<file path="src/rtl/maxnet_sequencer.sv">
// Generic show-ahead FIFO (power-of-two depth); rd_dat is the current head, no read latency.
// Writes while full and reads while empty are dropped, so callers may gate loosely.
module sync_fifo #(
   parameter int W     = 8,
   parameter int DEPTH = 4
) (
   input  logic                   core_clk,
   input  logic                   arst_n,
   input  logic                   wr_vld,
   input  logic [W-1:0]           wr_dat,
   input  logic                   rd_rdy,
   output logic [W-1:0]           rd_dat,
   output logic [$clog2(DEPTH):0] count
);
   localparam int AW = $clog2(DEPTH);
   localparam logic [AW:0] FULL = (AW+1)'(DEPTH);

   logic [W-1:0]  mem [DEPTH];
   logic [AW-1:0] wr_ptr;
   logic [AW-1:0] rd_ptr;
   logic          wr_en;
   logic          rd_en;

   assign wr_en  = wr_vld && (count != FULL);
   assign rd_en  = rd_rdy && (count != '0);
   assign rd_dat = mem[rd_ptr];

   // Storage needs no reset: a slot is only read after it has been written.
   always_ff @(posedge core_clk) begin
      if (wr_en) mem[wr_ptr] <= wr_dat;
   end

   always_ff @(posedge core_clk or negedge arst_n) begin
      if (!arst_n) begin
         wr_ptr <= '0;
         rd_ptr <= '0;
         count  <= '0;
      end else begin
         if (wr_en) wr_ptr <= wr_ptr + 1'b1;
         if (rd_en) rd_ptr <= rd_ptr + 1'b1;
         case ({wr_en, rd_en})
            2'b10:   count <= count + 1'b1;
            2'b01:   count <= count - 1'b1;
            default: ;
         endcase
      end
   end
endmodule

// Buffers 4-element vectors and runs each through Maxnet with a 2-cycle start, returning max or a timeout flag.
// Pop->out_valid = 3 + Maxnet latency + 1 cycles; in_ready drops when full, jobs stall while out_ready is low.
module maxnet_sequencer #(
   parameter int WIDTH   = 5,
   parameter int DEPTH   = 4,
   parameter int TIMEOUT = 255
) (
   input  logic                   clk,
   input  logic                   rst,
   input  logic                   in_valid,
   output logic                   in_ready,
   input  logic [WIDTH-1:0]       in_x1,
   input  logic [WIDTH-1:0]       in_x2,
   input  logic [WIDTH-1:0]       in_x3,
   input  logic [WIDTH-1:0]       in_x4,
   output logic                   mx_start,
   output logic [WIDTH-1:0]       mx_x1,
   output logic [WIDTH-1:0]       mx_x2,
   output logic [WIDTH-1:0]       mx_x3,
   output logic [WIDTH-1:0]       mx_x4,
   input  logic                   mx_done,
   input  logic [WIDTH-1:0]       mx_result,
   output logic                   out_valid,
   input  logic                   out_ready,
   output logic [WIDTH-1:0]       out_result,
   output logic                   out_timeout,
   output logic                   busy,
   output logic [$clog2(DEPTH):0] fifo_count
);
   localparam int CW = $clog2(DEPTH) + 1;
   localparam int TW = (TIMEOUT > 1) ? $clog2(TIMEOUT + 1) : 1;
   localparam logic [CW-1:0] FULL  = CW'(DEPTH);
   localparam logic [TW-1:0] TLAST = TW'(TIMEOUT - 1);

   typedef struct packed {
      logic [WIDTH-1:0] x1;
      logic [WIDTH-1:0] x2;
      logic [WIDTH-1:0] x3;
      logic [WIDTH-1:0] x4;
   } vec_t;

   typedef enum logic [2:0] {
      IDLE, LOAD, START1, START2, WAIT, OUT
   } state_t;

   state_t        state;
   state_t        state_nxt;
   vec_t          in_vec;
   vec_t          head;
   vec_t          ops;
   logic [TW-1:0] wait_cnt;
   logic          pop;
   logic          cnt_clr;
   logic          cnt_inc;
   logic          cap_done;
   logic          cap_to;

   assign in_vec   = {in_x1, in_x2, in_x3, in_x4};
   assign in_ready = (fifo_count != FULL);

   sync_fifo #(
      .W     ($bits(vec_t)),
      .DEPTH (DEPTH)
   ) u_fifo (
      .core_clk (clk),
      .arst_n   (rst),
      .wr_vld   (in_valid && in_ready),
      .wr_dat   (in_vec),
      .rd_rdy   (pop),
      .rd_dat   (head),
      .count    (fifo_count)
   );

   always_comb begin
      state_nxt = state;
      pop       = 1'b0;
      cnt_clr   = 1'b0;
      cnt_inc   = 1'b0;
      cap_done  = 1'b0;
      cap_to    = 1'b0;
      case (state)
         IDLE: begin
            if (fifo_count != '0) begin
               pop       = 1'b1;
               state_nxt = LOAD;
            end
         end
         LOAD:   state_nxt = START1;
         START1: state_nxt = START2;
         START2: begin
            cnt_clr   = 1'b1;
            state_nxt = WAIT;
         end
         WAIT: begin
            // Done is checked first so it wins a tie with the last timeout cycle.
            if (mx_done) begin
               cap_done  = 1'b1;
               state_nxt = OUT;
            end else if (wait_cnt == TLAST) begin
               cap_to    = 1'b1;
               state_nxt = OUT;
            end else begin
               cnt_inc = 1'b1;
            end
         end
         OUT: begin
            if (out_ready) state_nxt = IDLE;
         end
         default: state_nxt = IDLE;
      endcase
   end

   // Status outputs are flopped from the next state so every output comes straight off a register.
   always_ff @(posedge clk or negedge rst) begin
      if (!rst) begin
         state       <= IDLE;
         ops         <= '0;
         wait_cnt    <= '0;
         out_result  <= '0;
         out_timeout <= 1'b0;
         mx_start    <= 1'b0;
         out_valid   <= 1'b0;
         busy        <= 1'b0;
      end else begin
         state <= state_nxt;
         if (pop) ops <= head;
         if (cnt_clr)      wait_cnt <= '0;
         else if (cnt_inc) wait_cnt <= wait_cnt + 1'b1;
         if (cap_done) begin
            out_result  <= mx_result;
            out_timeout <= 1'b0;
         end else if (cap_to) begin
            out_result  <= '0;
            out_timeout <= 1'b1;
         end
         mx_start  <= (state_nxt == START1) || (state_nxt == START2);
         out_valid <= (state_nxt == OUT);
         busy      <= (state_nxt != IDLE);
      end
   end

   assign mx_x1 = ops.x1;
   assign mx_x2 = ops.x2;
   assign mx_x3 = ops.x3;
   assign mx_x4 = ops.x4;
endmodule

</file>
<file path="config.mk">
export PLATFORM = sky130hd
export DESIGN_NAME = maxnet_sequencer
export DESIGN_NICKNAME = d
export VERILOG_FILES = /design/src/rtl/maxnet_sequencer.sv
export SDC_FILE = /design/constraint.sdc
export NUM_CORES = 1
export LEC_CHECK = 0
export ABC_AREA = 1
export CORE_ASPECT_RATIO = 1.5
export CORE_MARGIN = 2
export CORE_UTILIZATION = 50
export CTS_BUF_LIST = sky130_fd_sc_hd__clkbuf_4 sky130_fd_sc_hd__clkbuf_8
export DETAILED_ROUTE_END_ITERATION = 6
export GPL_ROUTABILITY_DRIVEN = 1
export PLACE_DENSITY = 0.73
export SYNTH_ARGS = -nofsm -noshare
export SYNTH_HDL_FRONTEND = slang
export SYNTH_SLANG_ARGS = --single-unit
</file>
<file path="constraint.sdc">
create_clock -name clk -period 3.4 [get_ports clk]
set_clock_uncertainty 0.05 [all_clocks]
set_input_delay 0.85 -clock clk [delete_from_list [all_inputs] [get_ports clk]]
set_output_delay 0.85 -clock clk [all_outputs]
set_load 0.01 [all_outputs]
</file>
==> metrics.md <==
| Metric | Value |
|---|---|
| Core outline area | 10,100 µm² |
| Hold Path Class | reg -> reg |
| Top cells by area, synth | edfxtp_1 47%, dfrtp_1 23%, nand2_1 8.1% |
| Worst-path maximum fanout | 3 |
| Sw Ratio | 0.348 |
| Most frequent cell after synthesis | nand2_1 |
| Top_reg_cell synth | edfxtp_1 |
| Final Wtd Congestion | 0.832 |
| Comb power frac | 0.344 |
| Syn-to-layout area delta | 21.3% |
| Met2 Track Usage GR | 0.328 |
| Number of enable flip-flop cells after synthesis | 80 |
| Unrepaired setup endpoints after global routing | false |
| Die width | 86.9 µm |
| Pin count of the biggest net entering global routing | 48 |
| Vias | 3,441 |
| Initial antenna violation count | 0 |
| Pwr dens | 861 nW/µm² |
| Setup CP Type | reg -> out |
| Int Power | 3510 µW |
| Psw | 1880 µW |
| Remaining DRCs | 0 |
| CTS Sinks | 127 |
| Cts hold-fix bufs | 0 |
| Multi-input gate area | 1400 µm² |
| DP HPWL | 6.35 mm |
| Critical Path End Type | output port |
| Achievable Freq | 0.398 GHz |
| Postcts setup bufs | 0 |
| Final hold vios | 0 |
| Fin Setup TNS | 0 ns |
| Mapped Avg Cell Area | 10.9 µm² |
| Outcome | finished, final reports clean |
| Total wire length | 9.81 mm |
| Die footprint | 11,200 µm² |
| Final min period | 2.51 ns |
| Fill cells | 788 |
| Ys async rst share | 0.370 |
| Worst Tran Pin Value | 1.23 ns |
| VDD IR-drop max | 322 µV |
| Initial core utilization | 0.512 |
| Synth cell count leaders | 111 x nand2_1, 81 x nor2_1, 80 x edfxtp_1, 52 x o21ai_0, 47 x dfrtp_1 |
| Ports | 63 |
| DP Worst Slack | 0.684 ns |
| TritonCTS clock tree | built |
| Routing usage on met3 | 0.0398 |
| GRT Util Overall | 0.189 |
| Largest area contributor in the netlist | edfxtp_1 |
| Grt total ovfl | 0 |
| Root Driver | clkbuf_8 |
| Req. time, crit path | 2.50 ns |
| Max_cap viols | 0 |
| Layout cells sized above 1 | 0.0791 |
| Maximum clock insertion buffer count | 2 |
| Post-route antenna net violation count | 0 |
| Routed vias/inst | 5.11 |
| H-tree depth | 4 |
| Clock transition at path regs | 0.07 ns |
| LEAKAGE | 0.00255 µW |
| Storage cell area | 3580 µm² |
| WL/cell | 14.6 µm |
| Final net count | 581 |
| Num CTS Buffers | 17 |
| Worst-skew pair later-pin latency | 0.42 ns |
| Clock power frac | 0.222 |
| Num rows | 45 |
| Share of the yosys chip area belonging to registers | 0.694 |
| Slew Limit Fails | 0 |
| Pre-antenna DRT Iters | 4 |
| Mapped Cells | 472 |
| Min Hold Slack | 0.422 ns |
| Grt met1 use | 0.209 |
| Die Span Y | 128 µm |
| Synth Cell Area | 5160 µm² |
| Slew headroom | 0.178 |
| GR peak layer | met2 |
| R2R setup slack | 1.25 ns |
| Number of global-route vias before repair | 3,523 |
| PortBufs | 62 |
| Tcrit/Tclk final | 0.739 |
| First-pass GRT wire length | 16.1 mm |
| Share of power burned in registers | 0.434 |
| Initial drt markers | 209 |
| Synth cell types | 26 |
| Syn nets | 510 |
| # diodes | 0 |
| Post-cts resize count | 0 |
| Synth warn | 0 |
| Setup Viol. Count Final | 0 |
| Critical Path Start Type | flip-flop |
| CP Data Arrival Time | 1.61 ns |
| Yosys reg bits | 127 |
| Final worst slack | 0.887 ns |
| Synth top area share | 0.466 |
## placed cells by master (no fill, tap or decap), drive strengths merged
cell and count:
a21oi 5, buf 8, bufinv 2, clkbuf 19, clkdlybuf4s50 61, clkinv 7, clkinvlp 4, dfrtp 47
edfxtp 80, fa 1, ha 7, inv 26, nand2 113, nand3 20, nand4 1, nor2 82
o21ai 65, o21bai 1, xnor2 1, xor2 6
## area by class of cell
cell class,count,area share
Sequential cell,127,0.572
Timing Repair Buffer,69,0.107
Clock inverter,13,0.0196
Clock buffer,19,0.0398
Multi-Input combinational cell,302,0.223
Tap cell,117,0.0234
Inverter,26,0.0156
## sequential cells by signal (all words and copies together) (netlist names), 2 cells and up
signal / cells
mx_x1: 5
mx_x2: 5
mx_x3: 5
mx_x4: 5
out_result: 5
state: 3
u_fifo.count: 3
u_fifo.mem: 80
u_fifo.rd_ptr: 2
u_fifo.wr_ptr: 2
wait_cnt: 8
## power by group through the flow
stage	sequential (µW)	combinational (µW)	clock [µW]
6_report	2340	1850	1190
5_1_grt	2400	2110	1270
4_1_cts	2340	1880	1220
3_5_place_dp	2370	1870	0
3_3_place_gp	2350	1820	0
2_1_floorplan	2370	1100	0
## per-layer routing
layer | vias to the layer above | share of wire
met3 | 22 | 0.031
met2 | 75 | 0.54
met5 | - | 0
met1 | 1629 | 0.41
met4 | 0 | 0.023
li1 | 1715 | -
## cells by family after synthesis
family,synth area share
AOI/OAI and AO/OA,0.0701
xor gates and xnor gates,0.0119
adders and majority gates,0.0209
buffers and inverters,0.0354
DFF,0.694
and+or+nand+nor,0.168
## critical path: stages, from the launching register on
cell and delay [ns]:
dfrtp_1 0.41, inv_1 0.14, nand3_1 0.13, clkdlybuf4s50_1 0.51
## stage by stage
step,utilization,instances,area [µm²],total power (µW)
2_1_floorplan,-,472,5160,3480
6_report,0.621,673,6260,5390
3_5_place_dp,0.584,641,5890,4240
5_1_grt,0.621,673,6260,5780
3_3_place_gp,0.584,641,5890,4170
4_1_cts,0.621,673,6260,5440
## path summary, 6_finish.rpt
kind,cells after the start,end,from
max,3,in_ready,u_fifo.count[0]$_DFFE_PN0P_
max reg2reg,10,u_fifo.count[2]$_DFFE_PN0P_,state[0]$_DFF_PN0_
min,2,out_result[1]$_DFFE_PN0P_,out_result[1]$_DFFE_PN0P_
max in group asynchronous,1,mx_x3[2]$_DFFE_PN0P_,rst
min reg2reg,2,out_result[1]$_DFFE_PN0P_,out_result[1]$_DFFE_PN0P_
min in group asynchronous,1,mx_x1[2]$_DFFE_PN0P_,rst
(Power assumes the default switching activity.)
